[src/rtl/axi_rd_arbiter.sv]
// axi_rd_arbiter: shares one AXI read channel (AR/R) between i_cache and d_cache.
// One burst is owned at a time; returned beats are steered only to the owning port.
module axi_rd_arbiter #(
  parameter logic [3:0] ID_I  = 4'd0,
  parameter logic [3:0] ID_D  = 4'd1,
  parameter bit         RR_EN = 1'b0
) (
  input  logic        clk_i,
  input  logic        rst_i,
  input  logic [31:0] i_araddr_i,
  input  logic [7:0]  i_arlen_i,
  input  logic [2:0]  i_arsize_i,
  input  logic        i_arvalid_i,
  output logic        i_arready_o,
  output logic [31:0] i_rdata_o,
  output logic        i_rlast_o,
  output logic        i_rvalid_o,
  input  logic        i_rready_i,
  input  logic [31:0] d_araddr_i,
  input  logic [7:0]  d_arlen_i,
  input  logic [2:0]  d_arsize_i,
  input  logic        d_arvalid_i,
  output logic        d_arready_o,
  output logic [31:0] d_rdata_o,
  output logic        d_rlast_o,
  output logic        d_rvalid_o,
  input  logic        d_rready_i,
  output logic [3:0]  arid_o,
  output logic [31:0] araddr_o,
  output logic [7:0]  arlen_o,
  output logic [2:0]  arsize_o,
  output logic        arvalid_o,
  input  logic        arready_i,
  input  logic [3:0]  rid_i,
  input  logic [31:0] rdata_i,
  input  logic        rlast_i,
  input  logic        rvalid_i,
  output logic        rready_o,
  output logic        rd_err_o
);

  typedef enum logic [1:0] {S_IDLE, S_ADDR, S_DATA} state_t;
  typedef enum logic [1:0] {G_NONE, G_I, G_D} grant_t;

  state_t      state_q;
  grant_t      grant_q;
  logic        last_d_q;
  logic [7:0]  cnt_q;
  logic        arvalid_q;
  logic        i_arready_q;
  logic        d_arready_q;
  logic        rd_err_q;
  logic [3:0]  arid_q;
  logic [31:0] araddr_q;
  logic [7:0]  arlen_q;
  logic [2:0]  arsize_q;

  logic pick_d;
  logic data_i;
  logic data_d;
  logic r_hs;
  logic beat_err;

  // On a tie with round-robin enabled, the port that did not own the last burst wins.
  always_comb begin
    pick_d = d_arvalid_i;
    if (RR_EN && d_arvalid_i && i_arvalid_i) begin
      pick_d = !last_d_q;
    end
  end

  assign data_i   = (state_q == S_DATA) && (grant_q == G_I);
  assign data_d   = (state_q == S_DATA) && (grant_q == G_D);
  assign rready_o = (data_i & i_rready_i) | (data_d & d_rready_i);
  assign r_hs     = rvalid_i & rready_o;
  assign beat_err = (rid_i != arid_q) || (rlast_i != (cnt_q == arlen_q));

  assign i_rvalid_o = data_i & rvalid_i;
  assign d_rvalid_o = data_d & rvalid_i;
  assign i_rlast_o  = data_i & rlast_i;
  assign d_rlast_o  = data_d & rlast_i;
  assign i_rdata_o  = rdata_i;
  assign d_rdata_o  = rdata_i;

  assign arvalid_o   = arvalid_q;
  assign arid_o      = arid_q;
  assign araddr_o    = araddr_q;
  assign arlen_o     = arlen_q;
  assign arsize_o    = arsize_q;
  assign i_arready_o = i_arready_q;
  assign d_arready_o = d_arready_q;
  assign rd_err_o    = rd_err_q;

  always_ff @(posedge clk_i) begin
    if (rst_i) begin
      state_q     <= S_IDLE;
      grant_q     <= G_NONE;
      last_d_q    <= 1'b0;
      cnt_q       <= 8'd0;
      arvalid_q   <= 1'b0;
      i_arready_q <= 1'b0;
      d_arready_q <= 1'b0;
      rd_err_q    <= 1'b0;
      arid_q      <= 4'd0;
      araddr_q    <= 32'd0;
      arlen_q     <= 8'd0;
      arsize_q    <= 3'd0;
    end else begin
      i_arready_q <= 1'b0;
      d_arready_q <= 1'b0;
      case (state_q)
        S_IDLE: begin
          if (i_arvalid_i || d_arvalid_i) begin
            state_q   <= S_ADDR;
            arvalid_q <= 1'b1;
            // AR fields are captured here so they stay stable while waiting for arready.
            if (pick_d) begin
              grant_q  <= G_D;
              arid_q   <= ID_D;
              araddr_q <= d_araddr_i;
              arlen_q  <= d_arlen_i;
              arsize_q <= d_arsize_i;
            end else begin
              grant_q  <= G_I;
              arid_q   <= ID_I;
              araddr_q <= i_araddr_i;
              arlen_q  <= i_arlen_i;
              arsize_q <= i_arsize_i;
            end
          end
        end
        S_ADDR: begin
          if (arready_i) begin
            state_q     <= S_DATA;
            arvalid_q   <= 1'b0;
            cnt_q       <= 8'd0;
            i_arready_q <= (grant_q == G_I);
            d_arready_q <= (grant_q == G_D);
          end
        end
        S_DATA: begin
          if (r_hs) begin
            cnt_q <= cnt_q + 8'd1;
            if (beat_err) begin
              rd_err_q <= 1'b1;
            end
            // Only rlast ends the burst, even if it arrives on the wrong beat.
            if (rlast_i) begin
              state_q  <= S_IDLE;
              last_d_q <= (grant_q == G_D);
              grant_q  <= G_NONE;
            end
          end
        end
        default: state_q <= S_IDLE;
      endcase
    end
  end

endmodule
[config.mk]
export PLATFORM = sky130hd
export DESIGN_NAME = axi_rd_arbiter
export DESIGN_NICKNAME = d
export VERILOG_FILES = /design/src/rtl/axi_rd_arbiter.sv
export SDC_FILE = /design/constraint.sdc
export NUM_CORES = 1
export LEC_CHECK = 0
export ABC_CLOCK_PERIOD_IN_PS = 2500
export CAP_MARGIN = 40
export CELL_PAD_IN_SITES_DETAIL_PLACEMENT = 1
export CELL_PAD_IN_SITES_GLOBAL_PLACEMENT = 2
export CORE_ASPECT_RATIO = 0.6
export CORE_MARGIN = 5
export CORE_UTILIZATION = 19
export CTS_CLUSTER_SIZE = 14
export DETAILED_ROUTE_END_ITERATION = 12
export PLACE_DENSITY = 0.92
export RECOVER_POWER = 25
export SETUP_SLACK_MARGIN = 0.3
export SLEW_MARGIN = 20
export SYNTH_ARGS = -nofsm -noshare
export SYNTH_HDL_FRONTEND = slang
export SYNTH_SLANG_ARGS = --single-unit
[constraint.sdc]
create_clock -name clk_i -period 2.5 [get_ports clk_i]
set_input_delay 0.5 -clock clk_i [delete_from_list [all_inputs] [get_ports clk_i]]
set_output_delay 0.5 -clock clk_i [all_outputs]
set_load 0.005 [all_outputs]
==> flow_summary.html <==
<table>
<tr><th>Metric</th><th>Value</th></tr>
<tr><th colspan="2">Worst setup path</th></tr>
<tr><td>Slowest stage delay, CP</td><td>0.48 ns</td></tr>
<tr><td>Worst setup path category</td><td>in2out</td></tr>
<tr><td>Startpoint type of the worst setup path</td><td>input pin</td></tr>
<tr><td>Family with the most delay on the worst path</td><td>buffers and inverters</td></tr>
<tr><td>Required time worst endpoint</td><td>2.00 ns</td></tr>
<tr><td>Crit path max fanout</td><td>2</td></tr>
<tr><td>Buffers plus inverters on the worst setup path</td><td>3</td></tr>
<tr><td>Reg-to-reg startpoint</td><td>cnt_q[3]</td></tr>
<tr><td>Number of cells on the worst reg-to-reg path</td><td>4</td></tr>
<tr><td>CP max stage cell</td><td>clkdlybuf4s50_1</td></tr>
<tr><td>Worst r2r dst</td><td>rd_err_o</td></tr>
<tr><td>CP cell instances</td><td>clkdlybuf4s50_1 &gt; inv_1 &gt; or2_4 &gt; nor2_2 &gt; dlygate4sd2_1</td></tr>
<tr><td>Sort of element at the end of the critical path</td><td>output pin</td></tr>
<tr><td>Worst path arrival time</td><td>1.62 ns</td></tr>
<tr><td>FF-to-FF setup slack</td><td>0.87 ns</td></tr>
<tr><th colspan="2">Route</th></tr>
<tr><td>Starting DRC count in detailed routing</td><td>91</td></tr>
<tr><td>Average wire per cell in the routed design</td><td>15.89 um</td></tr>
<tr><td>Remaining antenna violation count</td><td>0</td></tr>
<tr><td>Number of search-and-repair iterations in the first detailed-routing pass</td><td>4</td></tr>
<tr><td>Remaining DRCs</td><td>0</td></tr>
<tr><td>Routed vias</td><td>2923</td></tr>
<tr><td>Per-cell via count in the routed design</td><td>4.176</td></tr>
<tr><td>Wire length after detailed routing</td><td>11130 um</td></tr>
<tr><th colspan="2">Final layout</th></tr>
<tr><td>Net total in the final layout</td><td>587</td></tr>
<tr><td>Most common cell after layout, fill and taps aside</td><td>clkdlybuf4s50_1</td></tr>
<tr><td>Diode count</td><td>0</td></tr>
<tr><td>Fraction of final layout cells with drive strength greater than 1</td><td>0.1239</td></tr>
<tr><td>Commonest cells after routing, fill and taps aside</td><td>145 x clkdlybuf4s50_1, 60 x dfxtp_1, 47 x nor2_1</td></tr>
<tr><td>P&amp;R area growth vs syn</td><td>46.02%</td></tr>
<tr><th colspan="2">Global routing</th></tr>
<tr><td>Largest net degree at the start of global routing</td><td>56</td></tr>
<tr><td>Global-route wire length before repair</td><td>17610 um</td></tr>
<tr><td>Antenna violations before repair</td><td>0</td></tr>
<tr><td>Global route total overflow</td><td>0</td></tr>
<tr><td>Via count of the first global-routing pass</td><td>3212</td></tr>
<tr><td>Total Routing Usage GR</td><td>0.1065</td></tr>
<tr><th colspan="2">Synthesis</th></tr>
<tr><td>Top_reg_cell synth</td><td>dfxtp_1</td></tr>
<tr><td>Fraction of registers with async set/reset</td><td>0</td></tr>
<tr><td>Register area share after synthesis</td><td>0.3520</td></tr>
<tr><td>Biggest area consumer among synthesized cells</td><td>dfxtp_1</td></tr>
<tr><td>Synth warnings</td><td>0</td></tr>
<tr><td>Portion of synthesized cell area occupied by the leading cell type</td><td>0.3520</td></tr>
<tr><td>Number of distinct library cells after synthesis</td><td>45</td></tr>
<tr><td>Synth top area cells</td><td>dfxtp_1 35%, buf_4 16%, mux2i_1 13%</td></tr>
<tr><td>Area of the mapped netlist</td><td>0.003412 sq mm</td></tr>
<tr><td>Synthesized flop and latch total</td><td>60</td></tr>
<tr><td>Synth Instances</td><td>369</td></tr>
<tr><td>Number of enable flip-flop cells after synthesis</td><td>0</td></tr>
<tr><td>Syn avg cell area</td><td>9.247 sq um</td></tr>
<tr><th colspan="2">Hold path</th></tr>
<tr><td>Start point of the worst hold path</td><td>arvalid_o</td></tr>
<tr><td>Number of stages on the worst hold path</td><td>2</td></tr>
<tr><td>Hold Crit Class</td><td>reg2reg</td></tr>
<tr><td>Endpoint of the worst hold path</td><td>arvalid_o</td></tr>
<tr><th colspan="2">Clock network</th></tr>
<tr><td>Insertion delay of the later-clocked pin in the worst-skew pair</td><td>0.32 ns</td></tr>
<tr><td>Clock tree from TritonCTS</td><td>yes</td></tr>
<tr><td>CTS Buf Count</td><td>9</td></tr>
<tr><td>Clock tree root driver cell</td><td>clkbuf_16</td></tr>
<tr><td>Num Clock Sinks</td><td>60</td></tr>
<tr><td>Postcts setup bufs</td><td>0</td></tr>
<tr><td>H-Tree Level Count</td><td>3</td></tr>
<tr><td>Clock buffer depth</td><td>2</td></tr>
<tr><td>CTS clk-pin slew, worst paths</td><td>0.05 ns</td></tr>
<tr><th colspan="2">Timing</th></tr>
<tr><td>Relative slew slack</td><td>0.6271</td></tr>
<tr><td>Skew final</td><td>0.005384 ns</td></tr>
<tr><td>RSZ-0062 raised after global routing</td><td>no</td></tr>
<tr><td>Final setup TNS</td><td>0 ns</td></tr>
<tr><td>Pins Over Slew Limit</td><td>0</td></tr>
<tr><td>Upper clock frequency limit</td><td>0.4722 GHz</td></tr>
<tr><td>Count of endpoints failing setup in the final report</td><td>0</td></tr>
<tr><td>Minimum setup slack in the final design</td><td>0.3821 ns</td></tr>
<tr><td>Post-layout minimum cycle time</td><td>2.118 ns</td></tr>
<tr><td>Least-Margin Pin Slew</td><td>0.5542 ns</td></tr>
<tr><td>Hold violation total from the final report</td><td>0</td></tr>
<tr><td>Period utilisation layout</td><td>0.8472</td></tr>
<tr><th colspan="2">Place</th></tr>
<tr><td>Placer's final routability congestion estimate</td><td>0.8173</td></tr>
<tr><td>Number of buffers added on ports</td><td>151</td></tr>
<tr><td>Setup slack after placement</td><td>-0.0004501 ns</td></tr>
<tr><td>Half-perimeter wire length after detailed placement</td><td>8845 um</td></tr>
<tr><th colspan="2">Floorplan</th></tr>
<tr><td>Top Ports</td><td>251</td></tr>
<tr><td>Number of standard-cell rows in the floorplan</td><td>38</td></tr>
<tr><td>Die width</td><td>183 um</td></tr>
<tr><td>Die extent in y</td><td>113.8 um</td></tr>
<tr><td>Area of the placeable core</td><td>0.01783 sq mm</td></tr>
<tr><td>Area of the die</td><td>0.02083 sq mm</td></tr>
<tr><td>Initial cell density of the core</td><td>0.1914</td></tr>
<tr><th colspan="2">Outcome</th></tr>
<tr><td>Run status</td><td>completed</td></tr>
<tr><th colspan="2">Pwr</th></tr>
<tr><td>Leakage</td><td>1.924 nW</td></tr>
<tr><td>Total Power</td><td>3.029 mW</td></tr>
<tr><td>Pwr dens</td><td>608.0 mW/mm^2</td></tr>
<tr><td>Maximum resistive drop on vdd</td><td>0.2704 mV</td></tr>
<tr><th colspan="2">Job</th></tr>
<tr><td>Max Cap Viol</td><td>0</td></tr>
</table>
==> state kept, by name, indices dropped and copies added, names as in the netlist <==
| signal | cells |
|---|---|
| cnt_q | 8 |
| arsize_o | 3 |
| arid_o | 1 |
| araddr_o | 32 |
| arvalid_o | 1 |
| i_arready_o | 1 |
| state_q | 2 |
| d_arready_o | 1 |
| grant_q | 2 |
| rd_err_o | 1 |
| arlen_o | 8 |
==> cell type report <==
type / instances / area (sq um)
Clock inverter: 5 / 27.53
Timing Repair Buffer: 161 / 1593
Tap cell: 240 / 300.3
Sequential cell: 60 / 1201
Inverter: 1 / 3.754
Clock buffer: 11 / 242.7
Fill cell: 2055 / 12850
Multi-Input combinational cell: 222 / 1614
==> synthesized netlist by cell type, drive strengths merged, types with 2 or more instances <==
cell and instances:
buf 84, dfxtp 60, nor2 49, mux2i 44
a211oi 39, a21oi 12, nand2 12, xor2 9
nor3 8, nand3b 5, or3 5, clkbuf 4
nand3 4, o22ai 4, nand2b 3, a21o 2
nor4 2, o211ai 2, o21ai 2, or2 2
==> how the worst max path moves through the flow <==
| stage | cells past startpoint | end | start | slack, ns |
|---|---|---|---|---|
| after floorplan | 4 | rd_err_o | rid_i[0] | 1.00 |
| after global placement | 5 | d_rlast_o | rlast_i | 0.06 |
| after detailed placement | 5 | i_rlast_o | rlast_i | -0.0005 |
| after CTS | 5 | i_rlast_o | rlast_i | 0.34 |
| after global routing | 3 | i_rvalid_o | state_q[1] | 0.30 |
| final | 5 | d_rlast_o | rlast_i | 0.38 |
==> per-layer routing <==
layer	vias up	routed length (um)	GRT usage
met1	1378	5177	0.1387
met2	134	4879	0.1640
met3	8	1002	0.04780
met4	0	66	0.02133
li1	1403	-	-
met5	-	0	0
==> stage by stage <==
stage / instances / utilization / hold slack (ns) / area, sq um
global route: 700 / 0.2794 / 0.4915 / 4982
CTS: 700 / 0.2796 / 0.4695 / 4986
detailed placement: 684 / 0.2640 / 0.4617 / 4707
finish: 700 / 0.2794 / 0.4659 / 4982
floorplan: 371 / - / 0.4527 / 3420
global placement: 684 / 0.2640 / 0.4577 / 4707
==> repair_timing <==
action	CTS	global route
setup endpoints to repair	5	1
hold endpoints to repair	0	0
hold buffers	0	0
cloned	0	0
gates resized for setup	7	2
==> worst register-to-register path, delay by kind of cell (launching register included) <==
kind / cells / cell delay [ns]
and+or+nand+nor: 1 / 0.49
DFF: 1 / 0.47
AOI/OAI and AO/OA: 2 / 0.46
xor gates and xnor gates: 1 / 0.11
==> kinds of logic after synthesis <==
logic type | count (synthesis) | share of synthesized area
muxes | 44 | 0.1291
other | 1 | 0.001099
buffers and inverters | 89 | 0.1833
adders and majority gates | 1 | 0.003666
xor gates and xnor gates | 10 | 0.02567
and+or+nand+nor | 95 | 0.1313
DFF | 60 | 0.3520
AOI/OAI and AO/OA | 69 | 0.1738
==> power by group <==
group	leakage [nW]	switching [mW]	internal (mW)	total, mW
sequential	0.496	0.0735	1.06	1.13
clock	0.135	0.447	0.690	1.14
combinational	1.29	0.321	0.441	0.762
Note: power is estimated with default switching activity, not from simulation.
